==> src/rtl/pillar_pkg.sv <==
// Shared types and constants for the operand-fetch stage and the ALU it feeds.
package pillar_pkg;

  localparam int XLEN    = 32;
  localparam int RS1_LSB = 15;
  localparam int RS2_LSB = 20;
  localparam int IMM_LSB = 20;

  // Stage codes; the ALU decodes the same type on its stage input.
  typedef enum logic [2:0] {
    ST_IDLE = 3'd0,
    ST_RD_A = 3'd1,
    ST_RD_B = 3'd2,
    ST_LOAD = 3'd3,
    ST_EXEC = 3'd4
  } opf_state_t;

  // Sign-extend the 12-bit I-type immediate to the datapath width.
  function automatic logic [XLEN-1:0] sext_imm12(input logic [11:0] imm);
    sext_imm12 = {{(XLEN-12){imm[11]}}, imm};
  endfunction

endpackage

==> src/rtl/opf_bypass.sv <==
// One-entry writeback bypass: registers the writeback snoop every cycle and
// substitutes its data for the register-file read when the addresses match.
// Register 0 never hits, so the hardwired-zero rule is preserved.
module opf_bypass
  import pillar_pkg::*;
(
  input  logic            clk,
  input  logic            reset,
  input  logic            wb_en_i,
  input  logic [4:0]      wb_addr_i,
  input  logic [XLEN-1:0] wb_data_i,
  input  logic [4:0]      sel_addr_i,
  input  logic [XLEN-1:0] rf_data_i,
  output logic [XLEN-1:0] data_o
);

  logic            valid_q;
  logic [4:0]      addr_q;
  logic [XLEN-1:0] data_q;
  logic            hit_s;

  // Capture the writeback seen during the address phase of the read.
  always_ff @(posedge clk or posedge reset) begin
    if (reset) begin
      valid_q <= 1'b0;
      addr_q  <= 5'd0;
      data_q  <= {XLEN{1'b0}};
    end else begin
      valid_q <= wb_en_i;
      addr_q  <= wb_addr_i;
      data_q  <= wb_data_i;
    end
  end

  // Select the newer bypass data over the (read-before-write) RF value.
  always_comb begin
    hit_s = valid_q && (addr_q == sel_addr_i) && (sel_addr_i != 5'd0);
    if (hit_s) begin
      data_o = data_q;
    end else begin
      data_o = rf_data_i;
    end
  end

endmodule

==> src/rtl/operand_fetch.sv <==
// Operand-fetch stage upstream of the ALU. Reads rs1 then rs2 through a single
// synchronous register-file port and strobes A, then B and the sign-extended
// immediate, into the ALU. Optional feature: define OPFETCH_BYPASS_EN to add
// a one-entry writeback bypass that hides RF write/read collisions.
module operand_fetch
  import pillar_pkg::*;
(
  input  logic            clk,
  input  logic            reset,
  input  logic            instr_valid_i,
  input  logic [31:0]     instr_i,
  output logic            instr_ready_o,
  input  logic            flush_i,
  output logic [4:0]      rf_addr_o,
  input  logic [XLEN-1:0] rf_data_i,
  input  logic            wb_en_i,
  input  logic [4:0]      wb_addr_i,
  input  logic [XLEN-1:0] wb_data_i,
  output logic [XLEN-1:0] readd_a_o,
  output logic [XLEN-1:0] readd_b_o,
  output logic [XLEN-1:0] readd_pass_o,
  output logic            readin_a_o,
  output logic            readin_b_o,
  output logic            readin_pass_o,
  output logic [2:0]      stage_o
);

  opf_state_t      state_q, state_d;
  logic [4:0]      rs1_q, rs1_d;
  logic [4:0]      rs2_q, rs2_d;
  logic [11:0]     imm_q, imm_d;
  logic [4:0]      sel_addr_s;
  logic [XLEN-1:0] fwd_data_s;
  logic [XLEN-1:0] opnd_s;

`ifdef OPFETCH_BYPASS_EN
  opf_bypass u_bypass (
    .clk        (clk),
    .reset      (reset),
    .wb_en_i    (wb_en_i),
    .wb_addr_i  (wb_addr_i),
    .wb_data_i  (wb_data_i),
    .sel_addr_i (sel_addr_s),
    .rf_data_i  (rf_data_i),
    .data_o     (fwd_data_s)
  );
`else
  // Writeback snoop has no consumer without the bypass.
  logic unused_wb_s;
  assign unused_wb_s = ^{wb_en_i, wb_addr_i, wb_data_i};
  assign fwd_data_s  = rf_data_i;
`endif

  // Register whose data is being returned this cycle, with x0 forced to zero.
  always_comb begin
    if (state_q == ST_LOAD) begin
      sel_addr_s = rs2_q;
    end else begin
      sel_addr_s = rs1_q;
    end
    if (sel_addr_s == 5'd0) begin
      opnd_s = {XLEN{1'b0}};
    end else begin
      opnd_s = fwd_data_s;
    end
  end

  // State and latched instruction fields.
  always_ff @(posedge clk or posedge reset) begin
    if (reset) begin
      state_q <= ST_IDLE;
      rs1_q   <= 5'd0;
      rs2_q   <= 5'd0;
      imm_q   <= 12'd0;
    end else begin
      state_q <= state_d;
      rs1_q   <= rs1_d;
      rs2_q   <= rs2_d;
      imm_q   <= imm_d;
    end
  end

  // Next state, field capture and ALU-facing outputs; flush overrides all.
  always_comb begin
    state_d       = state_q;
    rs1_d         = rs1_q;
    rs2_d         = rs2_q;
    imm_d         = imm_q;
    instr_ready_o = 1'b0;
    rf_addr_o     = 5'd0;
    readin_a_o    = 1'b0;
    readin_b_o    = 1'b0;
    readin_pass_o = 1'b0;
    readd_a_o     = {XLEN{1'b0}};
    readd_b_o     = {XLEN{1'b0}};
    readd_pass_o  = {XLEN{1'b0}};
    case (state_q)
      ST_IDLE: begin
        instr_ready_o = 1'b1;
        if (instr_valid_i && !flush_i) begin
          rs1_d   = instr_i[RS1_LSB +: 5];
          rs2_d   = instr_i[RS2_LSB +: 5];
          imm_d   = instr_i[IMM_LSB +: 12];
          state_d = ST_RD_A;
        end else begin
          state_d = ST_IDLE;
        end
      end
      ST_RD_A: begin
        rf_addr_o = rs1_q;
        if (flush_i) begin
          state_d = ST_IDLE;
        end else begin
          state_d = ST_RD_B;
        end
      end
      ST_RD_B: begin
        rf_addr_o = rs2_q;
        if (flush_i) begin
          state_d = ST_IDLE;
        end else begin
          readin_a_o = 1'b1;
          readd_a_o  = opnd_s;
          state_d    = ST_LOAD;
        end
      end
      ST_LOAD: begin
        if (flush_i) begin
          state_d = ST_IDLE;
        end else begin
          readin_b_o    = 1'b1;
          readd_b_o     = opnd_s;
          readin_pass_o = 1'b1;
          readd_pass_o  = sext_imm12(imm_q);
          state_d       = ST_EXEC;
        end
      end
      ST_EXEC: begin
        state_d = ST_IDLE;
      end
      default: begin
        state_d = ST_IDLE;
      end
    endcase
  end

  assign stage_o = state_q;

endmodule

==> config.mk <==
export PLATFORM = sky130hd
export DESIGN_NAME = operand_fetch
export DESIGN_NICKNAME = d
export VERILOG_FILES = /design/src/rtl/pillar_pkg.sv /design/src/rtl/opf_bypass.sv /design/src/rtl/operand_fetch.sv
export SDC_FILE = /design/constraint.sdc
export NUM_CORES = 1
export LEC_CHECK = 0
export BUFFER_PORTS_ARGS = -buffer_cell sky130_fd_sc_hd__buf_2
export CAP_MARGIN = 20
export CORE_AREA = 2 2 84 86
export CTS_CLUSTER_SIZE = 14
export DETAILED_ROUTE_END_ITERATION = 8
export DIE_AREA = 0 0 86 88
export PLACE_DENSITY = 0.67
export REMOVE_ABC_BUFFERS = 1
export SLEW_MARGIN = 20
export SYNTH_ARGS = -nofsm -noshare
export SYNTH_HDL_FRONTEND = slang
export SYNTH_SLANG_ARGS = --single-unit
==> constraint.sdc <==
create_clock -name clk -period 2.9 [get_ports clk]
set_input_delay 0.58 -clock clk [delete_from_list [all_inputs] [get_ports clk]]
set_output_delay 0.58 -clock clk [all_outputs]
set_load 0.02 [all_outputs]
==> flow_metrics.env <==
export IMPL_slew_headroom_pct=50.2
export IMPL_clkLatencyLatePin_ps=260
export IMPL_clock_power_share_pct=29.3
export IMPL_rows=30
export IMPL_post_dp_cell_area_sq_um=2340
export IMPL_finalWorstPathRequiredPeriod_ps=2610
export IMPL_cts_sinks=20
export IMPL_synth_edf_count=0
export IMPL_cts_made_buffers=3
export IMPL_die_h_microns=88
export IMPL_critical_path_peak_fanout=21
export IMPL_synth_seq_cells=20
export IMPL_internal_power_uw=668
export IMPL_crit_slowest_cell="and4bb_2"
export IMPL_vias_per_cell=4.14
export IMPL_combPwrFrac_pct=29.0
export IMPL_yosysSeqAreaShare_pct=29.7
export IMPL_hold_buffers=0
export IMPL_synth_top_flop_cell="dfrtp_1"
export IMPL_synth_area_leader_cell="dfrtp_1"
export IMPL_avgSynthCellArea_sq_um=9.99
export IMPL_grt_max_degree=33
export IMPL_drt_initial_drc_count=50
export IMPL_htreeDepth=1
export IMPL_avgRoutedWirePerCell_microns=12.4
export IMPL_ios=214
export IMPL_fin_total_pwr_uw=938
export IMPL_synth_area_top_cells="dfrtp_1 30%, and2_1 26%, buf_4 9.3%"
export IMPL_gp_congestion=0.786
export IMPL_vias=1585
export IMPL_drt_first_pass_iters=4
export IMPL_stdcell_count=383
export IMPL_core_area_sq_um=6640
export IMPL_cp_end_kind="output port"
export IMPL_ctsResizeCount=0
export IMPL_status="finished clean"
export IMPL_syn_to_final_growth_pct=42.7
export IMPL_track_usage_pct=10.7
export IMPL_hold_class="primary input to async pin"
export IMPL_synth_cell_types=23
export IMPL_yosysMostFrequentCell="and2_1"
export IMPL_maxCapViolations=0
export IMPL_cts_root_buf="clkbuf_8"
export IMPL_cts_setup_buffers=0
export IMPL_max_stage_delay_ps=520
export IMPL_postLayoutCoreUtil_pct=36.3
export IMPL_fp_dieW_microns=86
export IMPL_fin_area_sq_um=2410
export IMPL_setup_violations_final=0
export IMPL_grt_pass1_wl_mm=6.56
export IMPL_static_leakage_power_nw=1.52
export IMPL_seqPwrFrac_pct=41.7
export IMPL_hpwl_mm=3.81
export IMPL_finalHoldViolCount=0
export IMPL_startpoint_type="flip-flop"
export IMPL_yosysWarningCount=0
export IMPL_yosys_area_top_type_share_pct=29.7
export IMPL_min_period_over_period_pct=90.0
export IMPL_fmax_mhz=383
export IMPL_fin_skew_ps=9.05
export IMPL_power_density_nw_per_um2=389
export IMPL_synth_cells=169
export IMPL_switchingPower_uw=270
export IMPL_wl_mm=4.75
export IMPL_overflow=0
export IMPL_grt_pass1_vias=1363
export IMPL_switching_share_pct=28.8
export IMPL_cp_required_ps=2320
export IMPL_n_antenna_cell=0
export IMPL_synth_area_sq_um=1690
export IMPL_tightest_slew_ps=747
export IMPL_drv_slew=0
export IMPL_worstPathCellList="and4bb_2 > and2_1 > buf_2"
export IMPL_whs_ps=440
export IMPL_yosys_top_cells_count="70 x and2_1, 21 x buf_4, 20 x dfrtp_1, 10 x mux2_4, 8 x buf_6"
export IMPL_pre_cts_slack_ps=374
export IMPL_drc=0
export IMPL_cts_buffer_depth=2
export IMPL_tns_ps=0
export IMPL_clk_pin_slew_ps=80
export IMPL_vdd_drop_max_v=0.000135
export IMPL_dp_cells=379
export IMPL_arrival_ps=2030
export IMPL_die_area_sq_um=7570
export IMPL_layout_nets=410
export IMPL_ys_async_sr_fraction_pct=100
export IMPL_antenna_found_initial=0
export IMPL_cts_tree="yes"
export IMPL_final_layout_size_suffix_gt1_share_pct=64.0
export IMPL_fin_ws_ps=291
export IMPL_port_buffers=160
export IMPL_rsz0062_at_grt="false"
export IMPL_timing_worst_setup_path_type="flip-flop to output port"
export IMPL_postRouteAntennaNets=0
export IMPL_start_util_pct=25.4
[final cells by class]
class	instances	area, sq um
fillers	678	4240
multi-input cells	118	932
repair buffers	160	801
flip-flops and latches	20	500
well taps	80	100
clock buffers	3	41.3
clock inverters	1	30.0
inverters	1	3.75
[power by group through the flow]
stage | Combinational, mW | Clock, mW | Sequential, mW
2_1_floorplan | 0.182 | 0 | 0.382
6_report | 0.272 | 0.275 | 0.391
4_1_cts | 0.276 | 0.282 | 0.392
5_1_grt | 0.297 | 0.293 | 0.401
3_3_place_gp | 0.269 | 0 | 0.394
3_5_place_dp | 0.274 | 0 | 0.397
[routing by layer]
layer,GRT usage (%),routed length (microns),up-vias,part of all wire [%]
li1,-,-,796,-
met3,1.13,227,2,4.8
met5,0,0,-,0
met1,14.4,1990,735,42
met4,3.03,27,0,0.57
met2,18.3,2500,52,53
[kinds of logic (layout without fill, tap and decap cells)]
logic type      count (synthesis)  in the layout  synth area share [%]
flops                          20             20                  29.7
buf+inv                        31            165                  15.1
mux                            17             17                  13.6
compound gates                  9              9                  5.26
simple gates                   92             92                  36.4
[path summary, 6_finish.rpt]
kind	from	to	slack [ps]	cells after the start
worst max register to register	stage_o[2]$_DFF_PP0_	rs1_q[4]$_DFFE_PP0P_	1240	3
min in group clk	imm_q[11]$_DFFE_PP0P_	imm_q[11]$_DFFE_PP0P_	500	1
max in group asynchronous	reset	rs1_q[2]$_DFFE_PP0P_	1980	2
worst min-delay path	reset	stage_o[2]$_DFF_PP0_	440	2
worst min register to register	imm_q[11]$_DFFE_PP0P_	imm_q[11]$_DFFE_PP0P_	500	1
worst max-delay path	stage_o[2]$_DFF_PP0_	readd_pass_o[26]	290	3
[worst max-delay path, delay by kind of cell (launching register included)]
family        cells  cell delay [ps]
buf+inv           1              260
flops             1              510
simple gates      2             1000
[placed cells by master (no fill, tap or decap), drive strengths merged]
cell	netlist	layout
or4	1	1
clkbuf	1	3
buf	29	160
and2	77	77
mux2	17	17
nor2b	2	2
bufinv	0	1
o311a	1	1
a22oi	5	5
and4bb	1	1
nor3	2	2
or3	1	1
nand3b	1	1
inv	1	1
nor2	6	6
o21a	3	3
dfrtp	20	20
nor4bb	1	1
[registers in the layout (all words and copies together), names as in the netlist]
name and flops:
rs1_q 5, imm_q 8, rs2_q 4, stage_o 3
Note: power is estimated with default switching activity, not from simulation.
